--- config.mk ---
export PLATFORM = sky130hd
export DESIGN_NAME = note_track_flat
export DESIGN_NICKNAME = d
export VERILOG_FILES = /design/src/rtl/note_track_if.sv /design/src/rtl/note_track.sv /design/src/flat_wrapper.sv
export SDC_FILE = /design/constraint.sdc
export NUM_CORES = 1
export LEC_CHECK = 0
export ABC_CLOCK_PERIOD_IN_PS = 2800
export CAP_MARGIN = 20
export CORE_ASPECT_RATIO = 2
export CORE_UTILIZATION = 54
export DETAILED_ROUTE_END_ITERATION = 10
export HOLD_SLACK_MARGIN = 0.1
export PLACE_DENSITY_LB_ADDON = 0.05
export SYNTH_ARGS = -nofsm -noshare
export SYNTH_HDL_FRONTEND = slang
export SYNTH_SLANG_ARGS = --single-unit
--- constraint.sdc ---
create_clock -name clk -period 2.8 [get_ports clk]
set_input_delay 0.84 -clock clk [delete_from_list [all_inputs] [get_ports clk]]
set_output_delay 0.84 -clock clk [all_outputs]
set_load 0.02 [all_outputs]
--- src/rtl/note_track_if.sv ---
// Chart sequencer, button judge and LED renderer signals of one note lane.
// master = the surrounding game logic, slave = note_track.
`timescale 1ns/1ps
interface note_track_if #(
    parameter int ROWS = 8
);
    logic            start;
    logic            stop;
    logic            spawn_valid;
    logic [1:0]      spawn_color;
    logic            spawn_ready;
    logic            delete_note;
    logic            node_R;
    logic            node_B;
    logic [2:0]      offset;
    logic [ROWS-1:0] lane_R;
    logic [ROWS-1:0] lane_B;
    logic            miss;
    logic            busy;

    modport master (
        output start, stop, spawn_valid, spawn_color, delete_note,
        input  spawn_ready, node_R, node_B, offset, lane_R, lane_B, miss, busy
    );

    modport slave (
        input  start, stop, spawn_valid, spawn_color, delete_note,
        output spawn_ready, node_R, node_B, offset, lane_R, lane_B, miss, busy
    );
endinterface

--- src/rtl/note_track.sv ---
// Scrolling red/blue note lane: one-entry intake buffer, ROWS-deep shift track, judge row and miss detection.
// Optional macro NOTE_TRACK_MISS_GRACE_EN: a delete in the cycle after a shift still cancels the departed row's miss.
`timescale 1ns/1ps
module note_track #(
    parameter int ROWS     = 8,
    parameter int TICK_DIV = 3125000
) (
    input  logic        clk,
    input  logic        rst,
    note_track_if.slave bus
);
    localparam int DIV_W = (TICK_DIV > 2) ? $clog2(TICK_DIV) : 1;

    typedef enum logic [1:0] {
        S_IDLE,
        S_RUN,
        S_DRAIN
    } state_t;

    state_t          state_q,      state_d;
    logic [DIV_W-1:0] div_q,       div_d;
    logic [2:0]      offset_q,     offset_d;
    logic [ROWS-1:0] lane_r_q,     lane_r_d;
    logic [ROWS-1:0] lane_b_q,     lane_b_d;
    logic            pend_valid_q, pend_valid_d;
    logic [1:0]      pend_color_q, pend_color_d;
    logic            miss_q,       miss_d;
`ifdef NOTE_TRACK_MISS_GRACE_EN
    logic            post_shift_q, post_shift_d;
    logic            miss_cand_q,  miss_cand_d;
`endif

    logic active;
    logic tick;
    logic shift;
    logic row0_full;
    logic del_hit;
    logic row0_clear_ok;
    logic spawn_ready;
    logic accept;

    // NOTE: every state register, including the whole track, is reset; an
    // async rst mid-song must leave no stale notes or pending misses behind.
    always_ff @(posedge clk or posedge rst) begin
        if (rst) begin
            state_q      <= S_IDLE;
            div_q        <= '0;
            offset_q     <= '0;
            lane_r_q     <= '0;
            lane_b_q     <= '0;
            pend_valid_q <= 1'b0;
            pend_color_q <= '0;
            miss_q       <= 1'b0;
`ifdef NOTE_TRACK_MISS_GRACE_EN
            post_shift_q <= 1'b0;
            miss_cand_q  <= 1'b0;
`endif
        end else begin
            // NOTE: non-blocking assignments so every register samples the
            // pre-edge values computed by the combinational block.
            state_q      <= state_d;
            div_q        <= div_d;
            offset_q     <= offset_d;
            lane_r_q     <= lane_r_d;
            lane_b_q     <= lane_b_d;
            pend_valid_q <= pend_valid_d;
            pend_color_q <= pend_color_d;
            miss_q       <= miss_d;
`ifdef NOTE_TRACK_MISS_GRACE_EN
            post_shift_q <= post_shift_d;
            miss_cand_q  <= miss_cand_d;
`endif
        end
    end

    always_comb begin
        active      = (state_q != S_IDLE);
        tick        = active && (div_q == DIV_W'(TICK_DIV - 1));
        shift       = tick && (offset_q == 3'd7);
        row0_full   = lane_r_q[0] | lane_b_q[0];
        del_hit     = bus.delete_note && active && row0_full;
        spawn_ready = (state_q == S_RUN) && !pend_valid_q;
        accept      = bus.spawn_valid && spawn_ready;
`ifdef NOTE_TRACK_MISS_GRACE_EN
        row0_clear_ok = !post_shift_q;
`else
        row0_clear_ok = 1'b1;
`endif

        // NOTE: defaults first so no path through this block infers a latch.
        state_d      = state_q;
        div_d        = div_q;
        offset_d     = offset_q;
        lane_r_d     = lane_r_q;
        lane_b_d     = lane_b_q;
        pend_valid_d = pend_valid_q;
        pend_color_d = pend_color_q;
        miss_d       = 1'b0;
`ifdef NOTE_TRACK_MISS_GRACE_EN
        post_shift_d = shift;
        miss_cand_d  = shift && row0_full && !del_hit;
        miss_d       = miss_cand_q && !(bus.delete_note && active);
`else
        miss_d       = shift && row0_full && !del_hit;
`endif

        unique case (state_q)
            S_IDLE:  if (bus.start) state_d = S_RUN;
            S_RUN:   if (bus.stop)  state_d = S_DRAIN;
            S_DRAIN: if ((lane_r_q == '0) && (lane_b_q == '0) && !pend_valid_q)
                         state_d = S_IDLE;
            default: state_d = S_IDLE;
        endcase

        if (active) begin
            div_d = tick ? '0 : div_q + 1'b1;
            if (tick) offset_d = offset_q + 3'd1;
        end

        if (shift) begin
            // Departing row 0 drops off; pending colour (or blank) enters the top.
            lane_r_d     = {pend_valid_q & pend_color_q[1], lane_r_q[ROWS-1:1]};
            lane_b_d     = {pend_valid_q & pend_color_q[0], lane_b_q[ROWS-1:1]};
            pend_valid_d = accept;
            pend_color_d = accept ? bus.spawn_color : pend_color_q;
        end else begin
            if (accept) begin
                pend_valid_d = 1'b1;
                pend_color_d = bus.spawn_color;
            end
            if (del_hit && row0_clear_ok) begin
                lane_r_d[0] = 1'b0;
                lane_b_d[0] = 1'b0;
            end
        end

        // Entering RUN and returning to IDLE both start from an empty lane.
        if ((state_q == S_IDLE) || (state_d == S_IDLE)) begin
            div_d        = '0;
            offset_d     = '0;
            lane_r_d     = '0;
            lane_b_d     = '0;
            pend_valid_d = 1'b0;
            pend_color_d = '0;
        end
    end

    assign bus.spawn_ready = spawn_ready;
    assign bus.node_R      = lane_r_q[0];
    assign bus.node_B      = lane_b_q[0];
    assign bus.offset      = offset_q;
    assign bus.lane_R      = lane_r_q;
    assign bus.lane_B      = lane_b_q;
    assign bus.miss        = miss_q;
    assign bus.busy        = (state_q != S_IDLE);
endmodule

--- src/flat_wrapper.sv ---
// flat-port wrapper written by rule: the top's interface ports become plain ports
module note_track_flat 
#(
    parameter int ROWS     = 8,
    parameter int TICK_DIV = 3125000
)
  (clk, rst, bus_start, bus_stop, bus_spawn_valid, bus_spawn_color, bus_delete_note, bus_spawn_ready, bus_node_R, bus_node_B, bus_offset, bus_lane_R, bus_lane_B, bus_miss, bus_busy);
  note_track_if #(.ROWS(ROWS)) bus_i ();
  input  logic clk;
  input  logic rst;
  input wire logic [$bits(bus_i.start)-1:0] bus_start;
  input wire logic [$bits(bus_i.stop)-1:0] bus_stop;
  input wire logic [$bits(bus_i.spawn_valid)-1:0] bus_spawn_valid;
  input wire logic [$bits(bus_i.spawn_color)-1:0] bus_spawn_color;
  input wire logic [$bits(bus_i.delete_note)-1:0] bus_delete_note;
  output wire logic [$bits(bus_i.spawn_ready)-1:0] bus_spawn_ready;
  output wire logic [$bits(bus_i.node_R)-1:0] bus_node_R;
  output wire logic [$bits(bus_i.node_B)-1:0] bus_node_B;
  output wire logic [$bits(bus_i.offset)-1:0] bus_offset;
  output wire logic [$bits(bus_i.lane_R)-1:0] bus_lane_R;
  output wire logic [$bits(bus_i.lane_B)-1:0] bus_lane_B;
  output wire logic [$bits(bus_i.miss)-1:0] bus_miss;
  output wire logic [$bits(bus_i.busy)-1:0] bus_busy;
  assign bus_i.start = bus_start;
  assign bus_i.stop = bus_stop;
  assign bus_i.spawn_valid = bus_spawn_valid;
  assign bus_i.spawn_color = bus_spawn_color;
  assign bus_i.delete_note = bus_delete_note;
  assign bus_spawn_ready = bus_i.spawn_ready;
  assign bus_node_R = bus_i.node_R;
  assign bus_node_B = bus_i.node_B;
  assign bus_offset = bus_i.offset;
  assign bus_lane_R = bus_i.lane_R;
  assign bus_lane_B = bus_i.lane_B;
  assign bus_miss = bus_i.miss;
  assign bus_busy = bus_i.busy;
  note_track #(.ROWS(ROWS), .TICK_DIV(TICK_DIV)) u_core (.clk(clk), .rst(rst), .bus(bus_i));
endmodule
==> flow_summary.html <==
<table>
<tr><th>Metric</th><th>Value</th></tr>
<tr><th colspan="2">Run status</th></tr>
<tr><td>Run status</td><td>finished, final reports clean</td></tr>
<tr><th colspan="2">Floorplan</th></tr>
<tr><td>Die Height</td><td>96.1 um</td></tr>
<tr><td>Top-Level Pins</td><td>32</td></tr>
<tr><td>Die area</td><td>0.00472 sq mm</td></tr>
<tr><td>Starting utilization of the core area</td><td>57.4%</td></tr>
<tr><td>Die extent in x</td><td>49.1 um</td></tr>
<tr><td>Count of standard-cell rows</td><td>33</td></tr>
<tr><td>Area of the core</td><td>0.00417 sq mm</td></tr>
<tr><th colspan="2">Place</th></tr>
<tr><td>Routability congestion estimate from global placement</td><td>0.807</td></tr>
<tr><td>Cell Count Post-Placement</td><td>323</td></tr>
<tr><td>DP HPWL</td><td>3.89 mm</td></tr>
<tr><td>PortBufs</td><td>31</td></tr>
<tr><td>Placed Area</td><td>0.00273 sq mm</td></tr>
<tr><th colspan="2">Finish</th></tr>
<tr><td>Commonest cells after routing, fill and taps aside</td><td>sky130_fd_sc_hd__dfrtp_1, sky130_fd_sc_hd__clkdlybuf4s50_1, sky130_fd_sc_hd__o21ai_0, sky130_fd_sc_hd__a21oi_1, sky130_fd_sc_hd__nand4_1</td></tr>
<tr><td>Filler cell count</td><td>371</td></tr>
<tr><td>Number of inserted diodes</td><td>0</td></tr>
<tr><td>Total area of multi-input combinational cells</td><td>0.00112 sq mm</td></tr>
<tr><td>Commonest non-fill, non-tap cell in the layout</td><td>sky130_fd_sc_hd__dfrtp_1</td></tr>
<tr><td>Finished layout cell area</td><td>0.00283 sq mm</td></tr>
<tr><td>Share of layout cells above drive strength 1</td><td>7.53%</td></tr>
<tr><td>Final Net Count</td><td>289</td></tr>
<tr><td>Area growth from synthesis to final layout</td><td>18.3%</td></tr>
<tr><td>Post-route insts no fill</td><td>331</td></tr>
<tr><td>Combined flip-flop and latch cell area</td><td>0.00118 sq mm</td></tr>
<tr><th colspan="2">Worst setup path</th></tr>
<tr><td>Buffers &amp; Inverters on Critical Path</td><td>0</td></tr>
<tr><td>Worst setup path start</td><td>u_core.div_q[0]</td></tr>
<tr><td>Class of the most critical setup path</td><td>reg -&gt; reg</td></tr>
<tr><td>CP max stage delay</td><td>0.67 ns</td></tr>
<tr><td>Launch point of the worst reg-to-reg path</td><td>u_core.div_q[0]</td></tr>
<tr><td>Critical path's top delay family</td><td>simple AND/OR/NAND/NOR gates</td></tr>
<tr><td>Worst-path cell chain</td><td>ha_1 &gt; or4b_4 &gt; or4_4 &gt; or3_1 &gt; a21oi_1</td></tr>
<tr><td>Worst EP required</td><td>3.02 ns</td></tr>
<tr><td>Data arrival time of the critical path</td><td>2.74 ns</td></tr>
<tr><td>Worst Setup Start Kind</td><td>flip-flop</td></tr>
<tr><td>Capturing element type of the critical path</td><td>flip-flop</td></tr>
<tr><td>Master of the slowest instance on the critical path</td><td>sky130_fd_sc_hd__or4_4</td></tr>
<tr><td>Maximum fanout along the worst path</td><td>25</td></tr>
<tr><th colspan="2">Clocking</th></tr>
<tr><td>Clock-pin slew of the registers on the worst-case setup and hold paths</td><td>0.08 ns</td></tr>
<tr><td>Count of hold-fix buffers inserted at cts</td><td>0</td></tr>
<tr><td>Cts bufs inserted</td><td>5</td></tr>
<tr><td>Count of instances resized after the clock tree is built</td><td>0</td></tr>
<tr><td>Clock tree sinks</td><td>47</td></tr>
<tr><td>Setup bufs post-CTS</td><td>0</td></tr>
<tr><td>TritonCTS clock tree</td><td>built</td></tr>
<tr><td>Clock latency on the worst-skew pair</td><td>0.29 ns</td></tr>
<tr><td>Clock Path Buffers</td><td>2</td></tr>
<tr><td>H-tree lvl count</td><td>2</td></tr>
<tr><td>Root Driver</td><td>sky130_fd_sc_hd__clkbuf_8</td></tr>
<tr><th colspan="2">STA</th></tr>
<tr><td>RSZ-0062 raised after global routing</td><td>no</td></tr>
<tr><td>Timing-limited maximum frequency</td><td>397 MHz</td></tr>
<tr><td>Max Transition Viols Final</td><td>0</td></tr>
<tr><td>Final hold violation count</td><td>0</td></tr>
<tr><td>Largest clock skew in the final design</td><td>0.00709 ns</td></tr>
<tr><td>Max_slew headroom</td><td>59.4%</td></tr>
<tr><td>Final setup TNS</td><td>0 ns</td></tr>
<tr><td>Final period demand of the worst path</td><td>2.52 ns</td></tr>
<tr><td>Setup violators final</td><td>0</td></tr>
<tr><td>Period utilisation layout</td><td>89.9%</td></tr>
<tr><td>Measured slew at the worst slew-check pin</td><td>0.607 ns</td></tr>
<tr><th colspan="2">Logic synthesis</th></tr>
<tr><td>Mean Syn Cell Area</td><td>9.49 sq um</td></tr>
<tr><td>Yosys warns</td><td>0</td></tr>
<tr><td>Number of unique standard cell types used by synthesis</td><td>41</td></tr>
<tr><td>Net count of the mapped netlist</td><td>263</td></tr>
<tr><td>Sequential share of the synthesized area</td><td>49.2%</td></tr>
<tr><td>Top cells by area, synth</td><td>sky130_fd_sc_hd__dfrtp_1, sky130_fd_sc_hd__nand4_1, sky130_fd_sc_hd__o21ai_0, sky130_fd_sc_hd__a21oi_1, sky130_fd_sc_hd__nand3_1</td></tr>
<tr><td>Post-Syn Area</td><td>0.00239 sq mm</td></tr>
<tr><td>Main synth FF type</td><td>sky130_fd_sc_hd__dfrtp_1</td></tr>
<tr><td>Proportion of netlist area held by the largest area contributor</td><td>49.2%</td></tr>
<tr><td>Number of register bits inferred by synthesis</td><td>47</td></tr>
<tr><td>Share of flip-flops with an asynchronous set or reset</td><td>100%</td></tr>
<tr><td>EDFF count, synth</td><td>0</td></tr>
<tr><td>Cell taking the most area after synthesis</td><td>sky130_fd_sc_hd__dfrtp_1</td></tr>
<tr><td>Gate Count Post-Synth</td><td>252</td></tr>
<tr><th colspan="2">Drt</th></tr>
<tr><td>Iteration-0 DRC count of the detailed router</td><td>46</td></tr>
<tr><td>Detailed-route DRC error count</td><td>0</td></tr>
<tr><td>Count of vias placed by the detailed router</td><td>2047</td></tr>
<tr><td>Via count normalized by instance count</td><td>6.18</td></tr>
<tr><td>Average wire length per cell after detail routing</td><td>16.7 um</td></tr>
<tr><td>Number of nets with antenna violations after detailed routing</td><td>0</td></tr>
<tr><td>Overall routed net length</td><td>5.52 mm</td></tr>
<tr><td>Length of the first detailed-routing pass in iterations</td><td>4</td></tr>
<tr><th colspan="2">Pwr</th></tr>
<tr><td>Leak Pwr</td><td>0.00106 uW</td></tr>
<tr><td>Total power divided by cell area</td><td>467 mW/mm^2</td></tr>
<tr><td>Internal power consumption</td><td>978 uW</td></tr>
<tr><td>Clock network power share</td><td>33.2%</td></tr>
<tr><td>Portion of total power attributed to combinational logic</td><td>12.8%</td></tr>
<tr><td>Sequential fraction of design power</td><td>54.0%</td></tr>
<tr><td>Worst-case vdd ir drop</td><td>347 uV</td></tr>
<tr><td>Proportion of total power due to net switching</td><td>26.1%</td></tr>
<tr><td>Net switching power</td><td>344 uW</td></tr>
<tr><th colspan="2">Worst hold path</th></tr>
<tr><td>Class of the worst hold path</td><td>reg -&gt; reg</td></tr>
<tr><td>Min-Delay Startpoint</td><td>u_core.state_q[1]</td></tr>
<tr><th colspan="2">Run</th></tr>
<tr><td>Maximum Capacitance Violations</td><td>0</td></tr>
<tr><th colspan="2">GRT</th></tr>
<tr><td>GRT Overall Usage</td><td>26.1%</td></tr>
<tr><td>Largest net degree at the start of global routing</td><td>48</td></tr>
<tr><td>Global-route wire length before repair</td><td>9.20 mm</td></tr>
<tr><td>Via count of the first global-routing pass</td><td>1960</td></tr>
<tr><td>Grt ovf</td><td>0</td></tr>
<tr><td>Initial antenna violation count</td><td>0</td></tr>
</table>
-- sequential cells by signal, summed over array words and instances (netlist names) --
register             count
u_core.div_q            22
u_core.bus.miss          1
u_core.pend_color_q      2
u_core.bus.offset        3
u_core.bus.lane_B        8
u_core.bus.lane_R        8
u_core.pend_valid_q      1
u_core.state_q           2
-- area by class of cell --
type | count | share of cell area [%]
clock buffer | 8 | 3.54
tap | 52 | 2.30
inverter | 4 | 0.531
timing repair buffer | 37 | 12.6
multi-input combinational | 183 | 39.5
sequential | 47 | 41.6
-- final timing paths --
kind | to | slack, ns | cells after the start
setup / recovery | u_core.bus.lane_R[7] | 0.28 | 5
hold / removal | u_core.state_q[0] | 0.51 | 1
setup reg to reg | u_core.bus.lane_R[7] | 0.28 | 5
hold reg to reg | u_core.state_q[0] | 0.51 | 1
max in group asynchronous | u_core.div_q[11] | 1.39 | 3
min in group asynchronous | u_core.bus.lane_B[0] | 1.00 | 3
-- cell usage after synthesis, types with 3 or more instances --
library cell	count
sky130_fd_sc_hd__o21ai_0	23
sky130_fd_sc_hd__nand3_1	12
sky130_fd_sc_hd__mux2i_1	3
sky130_fd_sc_hd__o21ai_1	3
sky130_fd_sc_hd__a21oi_1	21
sky130_fd_sc_hd__inv_1	4
sky130_fd_sc_hd__xor2_1	6
sky130_fd_sc_hd__nor4_1	5
sky130_fd_sc_hd__xnor2_1	5
sky130_fd_sc_hd__dfrtp_1	47
sky130_fd_sc_hd__nor3_1	8
sky130_fd_sc_hd__nand4_1	20
sky130_fd_sc_hd__a211oi_1	7
sky130_fd_sc_hd__buf_4	3
sky130_fd_sc_hd__nor2_1	15
sky130_fd_sc_hd__o31ai_1	4
sky130_fd_sc_hd__or4_1	4
sky130_fd_sc_hd__clkbuf_1	12
sky130_fd_sc_hd__or3_1	8
sky130_fd_sc_hd__ha_1	3
sky130_fd_sc_hd__nand2_1	12
-- power by group through the flow --
| stage | clock network (uW) | registers, uW | logic (uW) |
|---|---|---|---|
| finish | 438 | 714 | 170 |
| global route | 482 | 718 | 189 |
| CTS | 452 | 714 | 171 |
| detailed placement | 0 | 728 | 169 |
| global placement | 0 | 727 | 170 |
| floorplan | 0 | 723 | 114 |
-- kinds of logic (layout without fill, tap and decap cells) --
logic type	count (synthesis)	after routing	synth area share [%]
and+or+nand+nor	104	104	25.2
adders and majority gates	3	3	1.57
AOI/OAI and AO/OA	62	62	14.5
muxes	3	3	1.26
DFF	47	47	49.2
xor gates and xnor gates	11	11	4.03
buffers and inverters	22	49	4.29
-- layer usage --
metal / vias up / track usage (%) / part of all wire, %
li1: 984 / - / -
met1: 984 / 27.4 / 37
met2: 61 / 47.5 / 56
met3: 18 / 4.11 / 2.8
met4: 0 / 16.7 / 4.7
met5: - / 0 / 0
-- per-stage QoR --
step                      hold slack [ns]  power, uW  setup WS (ns)  util, %
after floorplan                     0.453        837          0.476        -
final                               0.506       1320          0.282     67.8
after global routing                0.560       1390          0.123     67.8
after detailed placement            0.499        897          0.305     65.4
after global placement              0.489        897          0.359     65.4
after CTS                           0.511       1340          0.269     67.8
(Power assumes the default switching activity.)
